<file path="config.mk">
export PLATFORM = sky130hd
export DESIGN_NAME = ps2_packet_tx
export DESIGN_NICKNAME = d
export VERILOG_FILES = /design/src/rtl/ps2_pkt_pkg.sv /design/src/rtl/ps2_packet_tx_buf.sv /design/src/rtl/ps2_packet_tx.sv
export SDC_FILE = /design/constraint.sdc
export NUM_CORES = 1
export LEC_CHECK = 0
export ABC_CLOCK_PERIOD_IN_PS = 1400
export CORE_MARGIN = 1
export CORE_UTILIZATION = 25
export CTS_CLUSTER_DIAMETER = 60
export DETAILED_ROUTE_END_ITERATION = 8
export MAX_ROUTING_LAYER = met4
export PLACE_DENSITY = 0.55
export SLEW_MARGIN = 20
export SYNTH_ARGS = -nofsm -noshare
export SYNTH_HDL_FRONTEND = slang
export SYNTH_SLANG_ARGS = --single-unit
</file>
<file path="constraint.sdc">
create_clock -name clk -period 1.4 [get_ports clk]
set_input_delay 0.28 -clock clk [delete_from_list [all_inputs] [get_ports clk]]
set_output_delay 0.28 -clock clk [all_outputs]
set_load 0.005 [all_outputs]
</file>
<file path="src/rtl/ps2_pkt_pkg.sv">
// Shared types and constants for the PS/2 packet transmitter.
// Marker-bit helper used for both the frame marker and the filler byte.
package ps2_pkt_pkg;

  localparam int BYTE_W    = 8;
  localparam int MSG_W     = 24;
  localparam int MARK_BIT  = 3;
  localparam int PKT_BYTES = 3;

  typedef enum logic [2:0] {
    IDLE = 3'd0,
    B1   = 3'd1,
    B2   = 3'd2,
    B3   = 3'd3,
    GAP  = 3'd4
  } tx_state_t;

  function automatic logic [BYTE_W-1:0] set_mark(input logic [BYTE_W-1:0] b, input logic v);
    logic [BYTE_W-1:0] r;
    r           = b;
    r[MARK_BIT] = v;
    return r;
  endfunction

endpackage

</file>
<file path="src/rtl/ps2_packet_tx_buf.sv">
// One-entry valid/ready holding register in front of the packet serialiser.
// pop and accept never coincide: accept needs empty, pop needs full.
module ps2_msg_buf
  import ps2_pkt_pkg::*;
(
  input  logic             clk,
  input  logic             reset,
  input  logic [MSG_W-1:0] d,
  input  logic             d_valid,
  output logic             d_ready,
  output logic [MSG_W-1:0] q,
  output logic             q_full,
  input  logic             pop
);

  logic             full_r;
  logic [MSG_W-1:0] data_r;

  assign d_ready = !full_r;
  assign q       = data_r;
  assign q_full  = full_r;

  // Holding register: capture on accept, release on pop.
  always_ff @(posedge clk) begin
    if (reset) begin
      full_r <= 1'b0;
      data_r <= {MSG_W{1'b0}};
    end else if (pop) begin
      full_r <= 1'b0;
    end else if (d_valid && !full_r) begin
      full_r <= 1'b1;
      data_r <= d;
    end
  end

endmodule

</file>
<file path="src/rtl/ps2_packet_tx.sv">
// PS/2 3-byte packet transmitter: buffered message in, framed byte stream out.
// Outputs are computed from the next state so they are registered yet on time.
module ps2_packet_tx
  import ps2_pkt_pkg::*;
#(
  parameter logic [7:0] IDLE_BYTE  = 8'h00,
  parameter int         GAP_CYCLES = 0
) (
  input  logic              clk,
  input  logic              reset,
  input  logic [MSG_W-1:0]  msg_in,
  input  logic              msg_valid,
  output logic              msg_ready,
  output logic [BYTE_W-1:0] out,
  output logic              out_valid,
  output logic              sent,
  output logic              busy
);

  localparam logic [3:0]        GAP_N  = 4'(GAP_CYCLES);
  localparam logic [BYTE_W-1:0] FILLER = set_mark(IDLE_BYTE, 1'b0);

  tx_state_t         state_r, next_state_s;
  logic [MSG_W-1:0]  shift_r, next_shift_s;
  logic [3:0]        gap_cnt_r, next_gap_s;
  logic [MSG_W-1:0]  buf_q_s;
  logic              buf_full_s, pop_s, next_full_s;
  logic [BYTE_W-1:0] out_r, next_out_s;
  logic              out_valid_r, next_out_valid_s;
  logic              sent_r, next_sent_s;
  logic              busy_r;

  ps2_msg_buf u_buf (
    .clk     (clk),
    .reset   (reset),
    .d       (msg_in),
    .d_valid (msg_valid),
    .d_ready (msg_ready),
    .q       (buf_q_s),
    .q_full  (buf_full_s),
    .pop     (pop_s)
  );

  // Next-state, buffer drain, shift and gap count.
  always_comb begin
    next_state_s = state_r;
    next_shift_s = shift_r;
    next_gap_s   = gap_cnt_r;
    pop_s        = 1'b0;
    case (state_r)
      IDLE: begin
        if (buf_full_s) begin
          next_state_s = B1;
          pop_s        = 1'b1;
        end else begin
          next_state_s = IDLE;
        end
      end
      B1: begin
        next_state_s = B2;
        next_shift_s = {shift_r[MSG_W-BYTE_W-1:0], {BYTE_W{1'b0}}};
      end
      B2: begin
        next_state_s = B3;
        next_shift_s = {shift_r[MSG_W-BYTE_W-1:0], {BYTE_W{1'b0}}};
      end
      B3: begin
        if (GAP_N != 4'd0) begin
          next_state_s = GAP;
          next_gap_s   = 4'd1;
        end else if (buf_full_s) begin
          next_state_s = B1;
          pop_s        = 1'b1;
        end else begin
          next_state_s = IDLE;
        end
      end
      GAP: begin
        if (gap_cnt_r >= GAP_N) begin
          if (buf_full_s) begin
            next_state_s = B1;
            pop_s        = 1'b1;
          end else begin
            next_state_s = IDLE;
          end
        end else begin
          next_gap_s = gap_cnt_r + 4'd1;
        end
      end
      default: next_state_s = IDLE;
    endcase
    if (pop_s) begin
      next_shift_s = buf_q_s;
    end else begin
      next_shift_s = next_shift_s;
    end
  end

  // Output byte for the state being entered; the top byte of the shift register is current.
  always_comb begin
    next_out_s       = FILLER;
    next_out_valid_s = 1'b0;
    next_sent_s      = 1'b0;
    case (next_state_s)
      B1: begin
        next_out_s       = set_mark(next_shift_s[MSG_W-1 -: BYTE_W], 1'b1);
        next_out_valid_s = 1'b1;
      end
      B2: begin
        next_out_s       = next_shift_s[MSG_W-1 -: BYTE_W];
        next_out_valid_s = 1'b1;
      end
      B3: begin
        next_out_s       = next_shift_s[MSG_W-1 -: BYTE_W];
        next_out_valid_s = 1'b1;
        next_sent_s      = 1'b1;
      end
      default: next_out_s = FILLER;
    endcase
    next_full_s = (buf_full_s && !pop_s) || (msg_valid && msg_ready);
  end

  // State and registered outputs.
  always_ff @(posedge clk) begin
    if (reset) begin
      state_r     <= IDLE;
      shift_r     <= {MSG_W{1'b0}};
      gap_cnt_r   <= 4'd0;
      out_r       <= FILLER;
      out_valid_r <= 1'b0;
      sent_r      <= 1'b0;
      busy_r      <= 1'b0;
    end else begin
      state_r     <= next_state_s;
      shift_r     <= next_shift_s;
      gap_cnt_r   <= next_gap_s;
      out_r       <= next_out_s;
      out_valid_r <= next_out_valid_s;
      sent_r      <= next_sent_s;
      busy_r      <= (next_state_s != IDLE) || next_full_s;
    end
  end

  assign out       = out_r;
  assign out_valid = out_valid_r;
  assign sent      = sent_r;
  assign busy      = busy_r;

endmodule

</file>
## Word level (Yosys, flattened, before mapping)

Index checks and enable logic that the tools add are counted.
Widths: inputs -> output; s select.

- Input port bits: 27
- Word-level logic and storage cells: 48
- Register bits after elaboration: 67
- Output and inout port bits: 12

- Multiplexer cells: 11
- Equality and inequality tests: 7
- $add $sub $neg: 1
- Reduce and logical (&&, ||, !) cells: 16
- Magnitude comparators: 1
- Bitwise operators: 2

Operators by type and width:

| kind | number |
|---|---|
| $mux 24 | 2 |
| $pmux 8 s2 | 1 |
| $eq 3x2->1 const B | 4 |
| $pmux 3 s4 | 1 |
| $reduce_or 2->1 | 4 |
| $eq 3x1->1 const B | 2 |
| $mux 1 | 5 |
| $add 4x1->4 const B | 1 |
| $ge 4x1->1 const B | 1 |
| $reduce_and 2->1 | 2 |
| $eq 3x3->1 const B | 1 |
| $logic_not 3->1 | 1 |
| $mux 3 | 1 |
| $reduce_bool 3->1 | 1 |
| $reduce_or 3->1 | 1 |
| $logic_and 1x1->1 | 2 |
| $logic_not 1->1 | 2 |
| $logic_or 1x1->1 | 2 |
| $not 1->1 | 2 |
| $pmux 1 s2 | 1 |
| $reduce_bool 2->1 | 1 |

## Logic depth before layout (Yosys ltp)

Gate-level depths: netlist of the first run.

- Depth in word-level cells: 7
- Depth in mapped cells: 6

## By module

A second synthesis of the first run with hierarchy kept.

- Cell total of the unflattened synthesis: 238
- Area, all modules: 2,519.9 um^2

Modules (own cells, without submodules):

| module | cells each | area each (um^2) | instances | sequential area each (um^2) |
|---|---|---|---|---|
| ps2_packet_tx | 129 | 1,382.6 | 1 | 720.7 |
| ps2_msg_buf | 109 | 1,137.3 | 1 | 500.5 |

## Least setup slack after synthesis of the first run

No wires, ideal clock.

- Path kind: register to register
- Start: register state_r[0]
- End: register busy_r (netlist: busy)
- Data required time: 1.263 ns
- Setup time: 0.137 ns
- Cell stages (with the launch flop): 6
- Setup slack: -0.002 ns
- Clock period less this slack: 1.402 ns
- Arrival: 1.265 ns
- Path buffers: 1
- Cell sequence: dfxtp_1 -> inv_1 -> ha_1 -> buf_2 -> nor3b_4 -> a21oi_1

- Cells in the longest elaborated chain, start to end: 7

RTL lines:

| item | line | RTL |
|---|---|---|
| from (decl) | ps2_packet_tx.sv:23 | `tx_state_t state_r, next_state_s;` |
| from (signal assigned) | ps2_packet_tx.sv:134 | `state_r <= next_state_s;` |
| $eq 3x2->1 or $logic_not 3->1 (tied branches) | ps2_packet_tx.sv:50 | `case (state_r)` |
| $reduce_or 2->1 (no source line) | n/a |  |
| $pmux 1 s2 | ps2_packet_tx.sv:50 |  |
| $logic_not 1->1 | ps2_packet_tx.sv:120 | `next_full_s = (buf_full_s && !pop_s) \|\| (msg_valid && msg_ready);` |
| $logic_and 1x1->1 | ps2_packet_tx.sv:120 |  |
| $logic_or 1x1->1 | ps2_packet_tx.sv:120 |  |
| $logic_or 1x1->1 (*) | ps2_packet_tx.sv:140 | `busy_r <= (next_state_s != IDLE) \|\| next_full_s;` |
| to (signal assigned) | ps2_packet_tx.sv:140 |  |
| to (decl) | ps2_packet_tx.sv:31 | `logic busy_r;` |

Mark *: on every way between the ends. The rest lies on a longest branch, timed or not.
A chain may end at the register's enable or synchronous reset.

## Worst setup path in the final report of the first run

- Start: register state_r[0]
- End: register out_r[7] (netlist: out[7])

- Cells in the longest elaborated chain, start to end: 6

RTL lines:

| item | line | RTL |
|---|---|---|
| $eq 3x2->1 or $logic_not 3->1 (tied branches) | ps2_packet_tx.sv:50 |  |
| $reduce_or 2->1 (no source line) | n/a |  |
| $pmux 3 s4 | ps2_packet_tx.sv:50 |  |
| $eq 3x2->1 | ps2_packet_tx.sv:104 | `case (next_state_s)` |
| $reduce_or 2->1 (no source line) | n/a |  |
| $pmux 8 s2 (*) | ps2_packet_tx.sv:104 |  |
| to (signal assigned) | ps2_packet_tx.sv:137 | `out_r <= next_out_s;` |
| to (decl) | ps2_packet_tx.sv:28 | `logic [BYTE_W-1:0] out_r, next_out_s;` |

Mark *: on every way between the ends. The rest lies on a longest branch, timed or not. The select of a mux whose other input is x is not followed.

==> flow_summary.yaml, run 1 <==
outcome:
  run_status: "complete, no violations"
setup_path:
  critPathLaunchType: "flop"
  endpoint_kind: "flop"
  path_max_fanout: 9
  cp_data_required_time_ns: 1.63
  cp.arrival_ns: 1.52
  critPathKind: "flop to flop"
clock_network:
  cts_buffers: 9
  htreeDepth: 3
  cts.sinks: 60
  tritoncts: "done"
  worstSkewPairLatency_ns: 0.33
  cts_hold_buf: 0
  cts.path.max_buffers: 2
  clockRootBuffer: "clkbuf_8"
  clk_pin_slew_ns: 0.06
die:
  die_h_um: 97.1
  core_um2: 8720
  start_util: 0.259
  rows: 34
  fp.dieArea_um2: 9420
  fp.dieW_um: 97.1
  num_io_pins: 39
pwr:
  peakVddDrop_v: 0.000374
  p_int_uw: 3280
  p_seq_frac: 0.443
  clkPwrFrac: 0.348
  p_per_area_nw_per_um2: 1490
  p_sw_uw: 1190
  p_leak_uw: 0.00117
  p_sw_frac: 0.267
  power_frac_comb: 0.209
finish:
  diodes: 0
  finish.utilization: 0.345
  final_cell_mix: "dfxtp_1 (59), nand2_1 (46), nor2_1 (27), a21oi_1 (26), clkdlybuf4s50_1 (24)"
  areaGrowthSynthToFinish_pct: 33.2
  drive_above_1_share: 0.136
  final_nets: 310
  final_common_cell: "dfxtp_1"
  final_area_um2: 3010
logic_synthesis:
  synth_nets: 270
  ys_seq_elements: 60
  yosysSeqAreaShare: 0.532
  yosysWarnings: 0
  syn_area_um2: 2260
  ys_top_cells_by_area: "dfxtp_1 (53%), mux2i_1 (10%), nand2_1 (7.6%)"
  synth_top_area_cell: "dfxtp_1"
  yosysTopAreaCellShare: 0.532
  syn_inst: 242
  yosysUniqueCellTypes: 22
  avgSynthCellArea_um2: 9.34
sta:
  drv_slew: 0
  hold_violations: 0
  maxSlewHeadroom: 0.796
  min_period_ns: 1.29
  max_freq_mhz: 775
  worst_slew_pin_slew_ns: 0.306
  finalSetupViolations: 0
  fin_hold_ws_ns: 0.290
  period_share: 0.922
  rsz0062_at_grt: "no"
  setup_slack_ns: 0.110
  finalClockSkew_ns: 0.00597
routing:
  viasPerCell: 4.27
  routed_wl_um: 4790
  drc: 0
  dr.pass1.iters: 4
  vias: 1687
  drt-initial-drc-count: 65
  ant_nets: 0
  post_drt_wl_per_cell_um: 12.1
global_route:
  antenna_found_initial: 0
  grt_util_all_layers: 0.114
  grt_pass1_wl_um: 8070
  grt_pass1_vias: 1620
  grt_max_degree: 27
  grt-ovfl-total: 0
place:
  place_congestion: 0.713
  place_area_um2: 2790
  place_hpwl_um: 3130
  port_buffers: 37
  post-place-ws_ns: -0.0292
flow_run:
  max-cap-violations: 0
min_path:
  hold_path.class: "input pin to flop"
critical path: stages, from the launching register on:
cell,delay [ns]
dfxtp_1,0.31
inv_1,0.06
ha_4,0.26
nor3b_4,0.16
buf_12,0.15
nor4_4,0.26
final cells by class:
class | count | area, um^2
clock inverters | 4 | 47.5
clock buffers | 12 | 155
repair buffers | 49 | 503
fillers | 919 | 5710
multi-input cells | 159 | 955
inverters | 3 | 11.3
well taps | 108 | 135
flip-flops and latches | 60 | 1200
flip-flops by register name, summed over array words and instances, names as in the netlist:
register      count
busy              1
out               8
sent              1
shift_r          23
u_buf.q_full      1
u_buf.q          23
out_valid         1
state_r           2
cell families (layout without fill, tap and decap cells):
| group | after synthesis | count (layout) | share of synthesized area |
|---|---|---|---|
| AND/OR/NAND/NOR | 100 | 100 | 0.218 |
| flip-flops | 60 | 60 | 0.532 |
| AO/OA/AOI/OAI | 35 | 35 | 0.0875 |
| multiplexers | 23 | 23 | 0.102 |
| buffers and inverters | 23 | 68 | 0.0554 |
| adder cells (fa/ha/maj) | 1 | 1 | 0.00554 |
what timing repair did:
action,CTS,global route
setup buffers,1,0
resized for setup,14,1
endpoints found under the setup margin,13,13
metrics by stage:
step	instances	setup TNS (ns)	total power, uW
global route	395	0	4710
CTS	395	0	4520
global placement	378	-0.0381	2940
floorplan	242	0	2580
detailed placement	378	-0.228	2950
finish	395	0	4470
power by group through the flow:
stage	Sequential [uW]	Clock, uW	Combinational (uW)
after floorplan	2000	0	580
after global placement	2020	0	923
after detailed placement	2020	0	930
after CTS	1980	1610	930
after global routing	2000	1670	1030
final	1980	1560	935
metal layers:
metal	share of wire	vias up	track usage
met5	0	-	-
met3	0.046	5	0.0324
li1	-	886	-
met1	0.51	759	0.152
met2	0.44	37	0.154
met4	0.0092	0	0.0620
final timing paths:
path	cells past startpoint	from	slack [ns]	endpoint
max	5	state_r[0]	0.11	out[7]
min	2	reset	0.29	state_r[1]
max reg2reg	5	state_r[0]	0.11	out[7]
min reg2reg	2	u_buf.q[13]	0.46	u_buf.q[13]
cells in the mapped netlist:
cell type,instances
a21oi_1,26
and2_4,1
nor4_2,7
buf_2,7
dfxtp_1,60
buf_4,3
buf_6,1
nor3b_4,1
nand2_1,46
nor2b_1,2
inv_1,3
clkbuf_1,6
nor2_1,27
buf_1,2
nand2b_1,3
buf_8,1
mux2i_1,23
nor3_1,7
o21bai_1,1
a211oi_1,8
ha_1,1
and2_1,6
Power figures use the tool's default switching activity.
==> run 2, diff against run 1 <==
--- a/config.mk
+++ b/config.mk
@@ -6,11 +6,11 @@
 export NUM_CORES = 1
 export LEC_CHECK = 0
 export ABC_CLOCK_PERIOD_IN_PS = 1400
+export CORE_ASPECT_RATIO = 1.5
 export CORE_MARGIN = 1
 export CORE_UTILIZATION = 25
 export CTS_CLUSTER_DIAMETER = 60
 export DETAILED_ROUTE_END_ITERATION = 8
-export MAX_ROUTING_LAYER = met4
 export PLACE_DENSITY = 0.55
 export SLEW_MARGIN = 20
 export SYNTH_ARGS = -nofsm -noshare
==> run 2 against run 1 <==
Design area grew 4.0%. Fmax down 0.23%. Global-route usage decreased by 0.40 points. Hold slack lost 0.024 ns. Combinational power up 2%. Clock-buffer cell count is the same. Critical endpoint is now out[1]. Highest routed layer unchanged.
==> flow_summary.yaml, run 2 (same netlist as run 1, synthesis figures left out) <==
finish:
  regArea_um2: 1200
  multi_input_area_um2: 956
  final_common_cell: "dfxtp_1"
  final_area_um2: 3130
  drive_above_1_share: 0.155
  final_nets: 315
  final_cell_mix: "dfxtp_1 (59), nand2_1 (46), nor2_1 (27), a21oi_1 (26), clkdlybuf4s50_1 (24)"
  areaGrowthSynthToFinish_pct: 38.5
  diodes: 0
  fillers: 881
setup_path:
  crit_buf_inv: 2
  endpoint_kind: "flop"
  cp.arrival_ns: 1.52
  slowest_delay_ns: 0.34
  r2r_slack_ns: 0.11
  r2r_cells: 5
  critPathKind: "flop to flop"
  path_delay_family: "simple AND/OR/NAND/NOR gates"
  worst-path-stages: 5
  crit_top_cell: "buf_4"
  critPathLaunchType: "flop"
  reg2reg_from: "u_buf.q_full"
  r2r-end: "out[1]"
  cp_data_required_time_ns: 1.62
  slowest_stage: "dfxtp_4"
  cp_cell_sequence: "buf_4 -> buf_4 -> mux2i_1 -> and2_4 -> nor4_2"
  path_max_fanout: 7
min_path:
  hold_depth: 2
  worstHoldStart: "reset"
  hold_end: "state_r[1]"
  hold_path.class: "input pin to flop"
flow_run:
  max-cap-violations: 0
die:
  fp.dieArea_um2: 9430
  num_io_pins: 39
  rows: 42
  fp.dieW_um: 79.6
  die_h_um: 118
  core_um2: 8780
  start_util: 0.257
pwr:
  peakVddDrop_v: 0.000684
  p_leak_uw: 0.00127
  power_uw: 4910
  p_per_area_nw_per_um2: 1570
routing:
  drt-initial-drc-count: 96
  viasPerCell: 4.20
  post_drt_wl_per_cell_um: 11.6
  ant_nets: 0
  drc: 0
  vias: 1680
  dr.pass1.iters: 4
  routed_wl_um: 4620
sta:
  setup_slack_ns: 0.107
  max_freq_mhz: 773
  worst_slew_pin_slew_ns: 0.319
  maxSlewHeadroom: 0.787
  period_share: 0.924
  finalSetupViolations: 0
  hold_violations: 0
  finalClockSkew_ns: 0.00447
  rsz0062_at_grt: "no"
  min_period_ns: 1.29
  drv_slew: 0
global_route:
  antenna_found_initial: 0
  grt_max_degree: 32
  grt_util_all_layers: 0.110
  grt_pass1_wl_um: 7890
  grt_pass1_vias: 1659
  grt-ovfl-total: 0
clock_network:
  clk_pin_slew_ns: 0.05
  cts.path.max_buffers: 2
  clockRootBuffer: "clkbuf_16"
  htreeDepth: 3
  tritoncts: "done"
  cts_buffers: 9
  cts.sinks: 60
  worstSkewPairLatency_ns: 0.32
place:
  place_area_um2: 2820
  post-place-ws_ns: -0.0284
  port_buffers: 37
  place_hpwl_um: 3270
  place_congestion: 0.787
outcome:
  run_status: "complete, no violations"
==> run 2: worst reg2reg max path: cells and delay by family, from the launching register on <==
kind          cells  cell delay [ns]
mux               1             0.12
simple gates      2             0.42
buf+inv           2             0.33
flops             1             0.34
==> run 2: through the flow <==
step | setup TNS [ns] | cells | hold slack (ns) | util
2_1_floorplan | 0 | 242 | 0.414 | -
5_1_grt | 0 | 400 | 0.285 | 0.357
6_report | 0 | 400 | 0.266 | 0.357
4_1_cts | 0 | 400 | 0.258 | 0.353
3_3_place_gp | -0.245 | 385 | 0.446 | 0.321
3_5_place_dp | -0.229 | 385 | 0.451 | 0.321
==> run 2: power by group <==
part	leakage [uW]	total [uW]	internal (uW)	switching (uW)
sequential	0.000492	1980	1910	76.6
combinational	0.000638	953	490	462
clock	0.000140	1980	1310	669
total	0.00127	4910	3700	1210
==> run 2: cell type report <==
cell class | instances | area share
Sequential cell | 60 | 0.385
Multi-Input combinational cell | 159 | 0.305
Timing Repair Buffer | 54 | 0.174
Clock buffer | 12 | 0.0852
Tap cell | 110 | 0.0440
Inverter | 3 | 0.00360
Clock inverter | 2 | 0.00320
==> run 2: metal layers <==
layer  vias to the layer above  GRT usage  share of wire
met2                        32      0.177           0.49
met1                       751      0.127           0.44
met3                         7     0.0378          0.055
met5                         -          0              0
met4                         0     0.0545          0.016
li1                        890          -              -
==> run 2: worst max-delay path by stage <==
stage | from | endpoint | slack [ns]
floorplan | state_r[0] | busy | 0.004
global placement | msg_valid | u_buf.q[8] | -0.02
detailed placement | msg_valid | u_buf.q[21] | -0.03
CTS | out[3] | out[3] | 0.0009
global route | state_r[0] | shift_r[8] | 0.03
finish | u_buf.q_full | out[1] | 0.11
==> run 2: timing repair <==
| action | in CTS | in global routing |
|---|---|---|
| setup endpoints to repair | 9 | 18 |
| gates resized for setup | 11 | 7 |
| cloned | 0 | 0 |
| hold buffers | 0 | 0 |
| buffers inserted | 1 | 0 |
| pin swaps | 0 | 0 |
